## src/rtl/mac_pkg.sv

```systemverilog
// Shared constants and types for the multiply-accumulate result path.
package mac_pkg;

   localparam int unsigned RESULT_W  = 16;
   localparam int unsigned SUM_W_DEF = 32;

   typedef logic [RESULT_W-1:0]  result_t;
   typedef logic [SUM_W_DEF-1:0] sum_t;

endpackage

```

## src/rtl/mac_fifo_mem.sv

```systemverilog
// FIFO storage: DEPTH x WIDTH register array, synchronous write, combinational read.
module mac_fifo_mem #(
   parameter int unsigned WIDTH = 16,
   parameter int unsigned DEPTH = 8,
   localparam int unsigned AW   = $clog2(DEPTH)
) (
   input  logic             clk_i,
   input  logic             we_i,
   input  logic [AW-1:0]    waddr_i,
   input  logic [WIDTH-1:0] wdata_i,
   input  logic [AW-1:0]    raddr_i,
   output logic [WIDTH-1:0] rdata_o
);

   logic [WIDTH-1:0] mem_q [DEPTH];

   // Write the pushed word; storage needs no reset since pointers gate visibility.
   always_ff @(posedge clk_i) begin
      if (we_i) begin
         mem_q[waddr_i] <= wdata_i;
      end
   end

   assign rdata_o = mem_q[raddr_i];

endmodule

```

## src/rtl/mac_result_fifo.sv

```systemverilog
// First-word-fall-through result FIFO with running sum of popped words.
// Optional build macro MAC_RESULT_FIFO_STATS_EN adds stall/push counters.
module mac_result_fifo
   import mac_pkg::*;
#(
   parameter int unsigned WIDTH = RESULT_W,
   parameter int unsigned DEPTH = 8,          // power of two, >= 2
   parameter int unsigned SUM_W = SUM_W_DEF,
   localparam int unsigned CNT_W = $clog2(DEPTH) + 1
) (
   input  logic             clk,
   input  logic             reset,
   input  logic [WIDTH-1:0] in_data,
   input  logic             in_valid,
   output logic             in_ready,
   output logic [WIDTH-1:0] out_data,
   output logic             out_valid,
   input  logic             out_ready,
   input  logic             sum_clr,
   output logic [CNT_W-1:0] count,
   output logic             full,
   output logic             empty,
   output logic [SUM_W-1:0] run_sum
`ifdef MAC_RESULT_FIFO_STATS_EN
   ,
   output logic [15:0]      stall_cnt,
   output logic [15:0]      push_cnt
`endif
);

   localparam int unsigned AW = CNT_W - 1;

   // Pointers carry one extra MSB so a full wrap is distinguishable from empty.
   logic [CNT_W-1:0] wr_ptr_q, wr_ptr_d;
   logic [CNT_W-1:0] rd_ptr_q, rd_ptr_d;
   logic [SUM_W-1:0] sum_q, sum_d;
   logic             push, pop;

   assign full  = (wr_ptr_q[AW-1:0] == rd_ptr_q[AW-1:0]) && (wr_ptr_q[AW] != rd_ptr_q[AW]);
   assign empty = (wr_ptr_q == rd_ptr_q);
   assign count = wr_ptr_q - rd_ptr_q;

   assign in_ready  = !full;
   assign out_valid = !empty;
   assign push      = in_valid && in_ready;
   assign pop       = out_valid && out_ready;

   mac_fifo_mem #(
      .WIDTH (WIDTH),
      .DEPTH (DEPTH)
   ) u_mem (
      .clk_i   (clk),
      .we_i    (push),
      .waddr_i (wr_ptr_q[AW-1:0]),
      .wdata_i (in_data),
      .raddr_i (rd_ptr_q[AW-1:0]),
      .rdata_o (out_data)
   );

   // Next-state for pointers and running sum; a clear coinciding with a pop keeps the popped word.
   always_comb begin
      wr_ptr_d = wr_ptr_q;
      rd_ptr_d = rd_ptr_q;
      sum_d    = sum_q;
      if (push) begin
         wr_ptr_d = wr_ptr_q + 1'b1;
      end
      if (pop) begin
         rd_ptr_d = rd_ptr_q + 1'b1;
      end
      if (sum_clr) begin
         sum_d = pop ? SUM_W'(out_data) : '0;
      end else if (pop) begin
         sum_d = sum_q + SUM_W'(out_data);
      end
   end

   // State registers; reset discards all stored words.
   always_ff @(posedge clk or negedge reset) begin
      if (!reset) begin
         wr_ptr_q <= '0;
         rd_ptr_q <= '0;
         sum_q    <= '0;
      end else begin
         wr_ptr_q <= wr_ptr_d;
         rd_ptr_q <= rd_ptr_d;
         sum_q    <= sum_d;
      end
   end

   assign run_sum = sum_q;

`ifdef MAC_RESULT_FIFO_STATS_EN
   logic [15:0] stall_cnt_q, stall_cnt_d;
   logic [15:0] push_cnt_q, push_cnt_d;

   // Saturating statistics counters, cleared together with the running sum.
   always_comb begin
      stall_cnt_d = stall_cnt_q;
      push_cnt_d  = push_cnt_q;
      if (sum_clr) begin
         stall_cnt_d = '0;
         push_cnt_d  = '0;
      end else begin
         if (in_valid && !in_ready && (stall_cnt_q != 16'hFFFF)) begin
            stall_cnt_d = stall_cnt_q + 16'd1;
         end
         if (push && (push_cnt_q != 16'hFFFF)) begin
            push_cnt_d = push_cnt_q + 16'd1;
         end
      end
   end

   // Statistics registers.
   always_ff @(posedge clk or negedge reset) begin
      if (!reset) begin
         stall_cnt_q <= '0;
         push_cnt_q  <= '0;
      end else begin
         stall_cnt_q <= stall_cnt_d;
         push_cnt_q  <= push_cnt_d;
      end
   end

   assign stall_cnt = stall_cnt_q;
   assign push_cnt  = push_cnt_q;
`endif

endmodule

```

## config.mk

```make
export PLATFORM = sky130hd
export DESIGN_NAME = mac_result_fifo
export DESIGN_NICKNAME = d
export VERILOG_FILES = /design/src/rtl/mac_pkg.sv /design/src/rtl/mac_fifo_mem.sv /design/src/rtl/mac_result_fifo.sv
export SDC_FILE = /design/constraint.sdc
export NUM_CORES = 1
export LEC_CHECK = 0
export BUFFER_PORTS_ARGS = -buffer_cell sky130_fd_sc_hd__clkbuf_2
export CAP_MARGIN = 20
export CORE_AREA = 2 2 128 130
export DETAILED_ROUTE_END_ITERATION = 8
export DIE_AREA = 0 0 130 132
export PLACE_DENSITY = 0.78
export SETUP_SLACK_MARGIN = 0.02
export SYNTH_ARGS = -nofsm -noshare
export SYNTH_HDL_FRONTEND = slang
export SYNTH_SLANG_ARGS = --single-unit
```

## constraint.sdc

```tcl
create_clock -name clk -period 6.7 [get_ports clk]
set_input_delay 1.34 -clock clk [delete_from_list [all_inputs] [get_ports clk]]
set_output_delay 1.34 -clock clk [all_outputs]
set_load 0.01 [all_outputs]
```

Yosys cells after proc, flatten, opt, wreduce, memory -nomap -nowiden --
Memory sizes are Yosys's and may differ from the RTL's. Index checks and enable logic that the tools add are counted.
Word-level totals: output and inout bits 56, bits in read-only memories 0, word-level logic and storage cells 22, bits in registers 40, bits in latches 0, memories 1, bits in writable memories 128
Memory list:
- u_mem.mem_q | depth 8, width 16, rd ports 1, clocked after Yosys merged registers in 0, write ports 1, RTL line mac_fifo_mem.sv:15 | logic [WIDTH-1:0] mem_q [DEPTH];
Operators by class: order comparisons 0, $mul 0, shift operators 0, mux-type cells 5, bitwise operators 0, div/mod/pow operators 0, add/subtract/negate cells 4, equal/unequal tests 3, reduce and logical (&&, ||, !) cells 6
Operators with widths (count):
- 32-bit 2-to-1 mux | 2
- 32-bit by 16-bit adder with 32-bit output | 1
- 16-bit 2-to-1 mux | 1
- 4-bit by 1-bit adder with 4-bit output, second input constant | 2
- 4-bit == test | 1
- 4-bit subtractor | 1
- 3-bit == test | 1
- 1-bit logical AND | 3
- 1-bit zero test | 2
- 1-bit 2-to-1 mux | 2
- 2-bit nonzero test | 1
- 1-bit != test | 1

Depth between registers and ports, before layout --
depth in word-level cells 6, depth in mapped cells 15, depth with buffers taken out 13

Hierarchy --
From an unflattened synthesis, not the netlist that was laid out.
Second synthesis, totals: cells, all modules 557, area, all modules 8089.0 sq um
Modules (own cells, without submodules):
- mac_fifo_mem | area each 4973.5 sq um, cells an instance 198, sequential area each 3843.7 sq um, instances 1
- mac_result_fifo | area each 3115.5 sq um, cells an instance 359, sequential area each 1001.0 sq um, instances 1

Worst setup path before layout --
No wires, ideal clock.
kind register to register, start point register rd_ptr_q[0], end point register sum_q[12], in the netlist run_sum[12], arrival 3646 ps, buffers on the path 2, library setup time 86 ps, stages on the path, launching flop included 16, slack 2969 ps, path through dfrtp_1 -> clkbuf_1 -> buf_2 -> mux4_2 -> nand2_1 -> nand2_1 -> ha_1 -> inv_1 -> fa_1 -> and2b_2 -> o2111ai_4 -> a2111oi_4 -> or2_1 -> nor2_1 -> or4b_1 -> a32oi_1
RTL lines:
- start: declaration | RTL line mac_result_fifo.sv:35 | logic [CNT_W-1:0] rd_ptr_q, rd_ptr_d;
- start signal: assignment | RTL line mac_result_fifo.sv:86 | rd_ptr_q <= rd_ptr_d;
- memory read 8 x 16 bit
- net out_data[0] | RTL line mac_result_fifo.sv:16 | output logic [WIDTH-1:0] out_data,
- 32-bit by 16-bit adder with 32-bit output | RTL line mac_result_fifo.sv:74 | sum_d = sum_q + SUM_W'(out_data);
- 32-bit 2-to-1 mux | RTL line mac_result_fifo.sv:73 | end else if (pop) begin
- 32-bit 2-to-1 mux | RTL line mac_result_fifo.sv:71 | if (sum_clr) begin
- end signal: assignment | RTL line mac_result_fifo.sv:87 | sum_q <= sum_d;
- end: declaration | RTL line mac_result_fifo.sv:36 | logic [SUM_W-1:0] sum_q, sum_d;
The timed path passes the listed nets, and every way through them passes these cells. The select of a mux whose other input is x is not followed. A chain may end at the register's enable or synchronous reset.

Worst setup path after layout --
start point register rd_ptr_q[2], end point output port empty
Between the ends: word-level cells in the longest chain between the ends 1
Ends and longest elaborated chain:
- 4-bit == test | RTL line mac_result_fifo.sv:40 | assign empty = (wr_ptr_q == rd_ptr_q);
- end: declaration | RTL line mac_result_fifo.sv:22 | output logic empty,
No other way between the ends.

==> metrics <==
outcome completed; asr flop ratio synth approximately a quarter; Hold Slack 0.497 ns; Yosys warning count 0; Design Area, Final 0.00902 sq mm; CTS tree done; Initial DRT Pass Iterations 5; cts bufs inserted 17; TritonCTS Sinks roughly 170; IO buf count 76; synthesis-stage register bit count 168; CTS Buffer Depth 2; dpl hpwl 10.7 mm; cell area after synthesis 0.00778 sq mm; skew final 0.00895 ns; # IOs 77; initial antenna violation count 0; Synth Instances ~570; library cells used by synthesis 59; final-stage net count 686; gr ovfl total 0; setup TNS 0 ns; detailed-route via count around 5000; leading cell type in the layout, fill and taps excluded edfxtp_1; CP Data Arrival Time around 3.2 ns; Die W between 100 and 150 um; min Tclk post-route 4.50 ns; post-place setup slack 2.62 ns; RSZ-0062 raised after global routing false; max_slew headroom about a third; Starting Density 49.5%; ANT cells 0; worst-skew pair later-pin latency 0.43 ns; largest net degree at the start of global routing 54; startpoint types register; Seq/Total Area, Yosys approximately 62%; syn_area_per_cell 13.8 sq um; drt wl/cell between 15 and 20 um; final number of setup-violating endpoints 0; Cell Pwr Density 504 mW/mm^2; Synthesized Nets 609; fraction of layout cells with a size suffix above 1 25.6%; num rows 46; DR vias/cell 5.66; first-pass GRT wire length roughly 26 mm; most frequent cells in the layout edfxtp_1, nand2_1, clkbuf_2; crit path capture type output port; final-layout fill cell count 1210; leading area contributor after synthesis edfxtp_1; Root Buffer clkbuf_16; Leakage 3.43 nW; post-CTS sizing 0; Post-synth EDFFs 128; antenna-violating nets left 0; Post-Layout Cell Count between 800 and 900; vias in the first global route approximately 4900; Max Freq 0.222 GHz; synth top area cells edfxtp_1, dfrtp_1, mux4_2; CP Data Required Time 5.36 ns; Post-Route WL 16.5 mm; HP Class register to register; Die Ht 132 um; H-tree Lvls 4; GRT Total Usage around 20%; Core Footprint 0.0157 sq mm; kind of critical path register to output port; Final Hold Vio Count 0; RD Place Congestion just over 0.9; placed insts around 840; CTS Hold Bufs 0; Area after DPL 0.00841 sq mm; max-slew violations 0; post-CTS setup buffers 0; footprint of the multi-input gates 0.00283 sq mm; max-cap check violation count 0; worst-path fanout max 19; peak supply drop about 0.00024 V; Main synth FF type edfxtp_1; share of the synthesized area in the top cell type about half; P&R area growth vs syn 15.9%; die area 0.0172 sq mm; initial DRC count ~400; Worst-Margin Slew ~1.0 ns; Sequential Area 0.00485 sq mm; Final Cycle Share 67.2%; post-route setup slack 2.20 ns; # DRC 0; Clk pin slew, worst setup/hold paths around 0.070 ns
cells by family (layout without fill, tap and decap cells):
family                   count (synthesis)  after routing  synth area share (%)
adder cells (fa/ha/maj)                 23             23                  3.89
buffers and inverters                   37            127                  1.87
XOR/XNOR                                26             26                  2.93
multiplexers                            38             38                  10.0
flip-flops                             168            168                  62.3
AND/OR/NAND/NOR                        181            181                  10.8
AO/OA/AOI/OAI                           92             92                  8.25
synthesized netlist by cell type, drive strengths merged, types with 7 or more instances:
master	count
a21oi	28
buf	7
clkbuf	16
dfrtp	40
edfxtp	128
ha	21
inv	13
mux4	32
nand2	81
nand3	20
nor2	33
o21ai	27
xnor2	16
xor2	10
worst max-delay path: stages, from the launching register on:
cell and delay, ns:
dfrtp_1 0.82, clkinv_1 0.72, ha_1 0.57, nand3_1 0.12, or2_2 0.32, inv_1 0.06
clkbuf_2 0.12
metrics by stage:
stage	total power [mW]	util [%]
final	4.55	57.4
after global routing	4.83	57.4
after CTS	4.57	57.3
after detailed placement	3.57	53.5
after global placement	3.50	53.5
after floorplan	2.95	-
state kept, by name, summed over array words and instances, names as in the netlist:
name and flops:
run_sum 32, wr_ptr_q 4, u_mem.mem_q 128, rd_ptr_q 4
routing by layer:
layer  wire [um]  share of wire (%)  global-route usage (%)  vias up
met5           0                  0                       0        -
met1        6650                 40                    26.7     2467
met3        1190                7.2                    4.59       19
li1            -                  -                       -     2285
met4         223                1.3                    6.87        0
met2        8480                 51                    33.3      159
final cells by class:
cell class / count / area share, %
timing repair buffer: 81 / 4.77
clock inverter: 14 / 1.82
sequential: 168 / 53.7
inverter: 14 / 0.583
clock buffer: 18 / 4.76
multi-input combinational: 360 / 31.3
tap: 216 / 3.00
final timing paths:
path	from	endpoint	slack (ns)	cells after the start
worst max-delay path	rd_ptr_q[2]	empty	2.20	6
worst min-delay path	wr_ptr_q[3]	wr_ptr_q[3]	0.50	1
worst max register to register	rd_ptr_q[0]	run_sum[12]	2.61	14
worst min register to register	wr_ptr_q[3]	wr_ptr_q[3]	0.50	1
max in group asynchronous	reset	rd_ptr_q[0]	5.45	2
min in group asynchronous	reset	run_sum[20]	0.78	1
power by group:
part	leakage (nW)	switching (mW)	total, mW	internal [mW]
clock	0.284	0.428	0.987	0.559
combinational	1.46	1.28	2.11	0.830
sequential	1.68	0.125	1.45	1.33
Note: power is estimated with default switching activity, not from simulation.
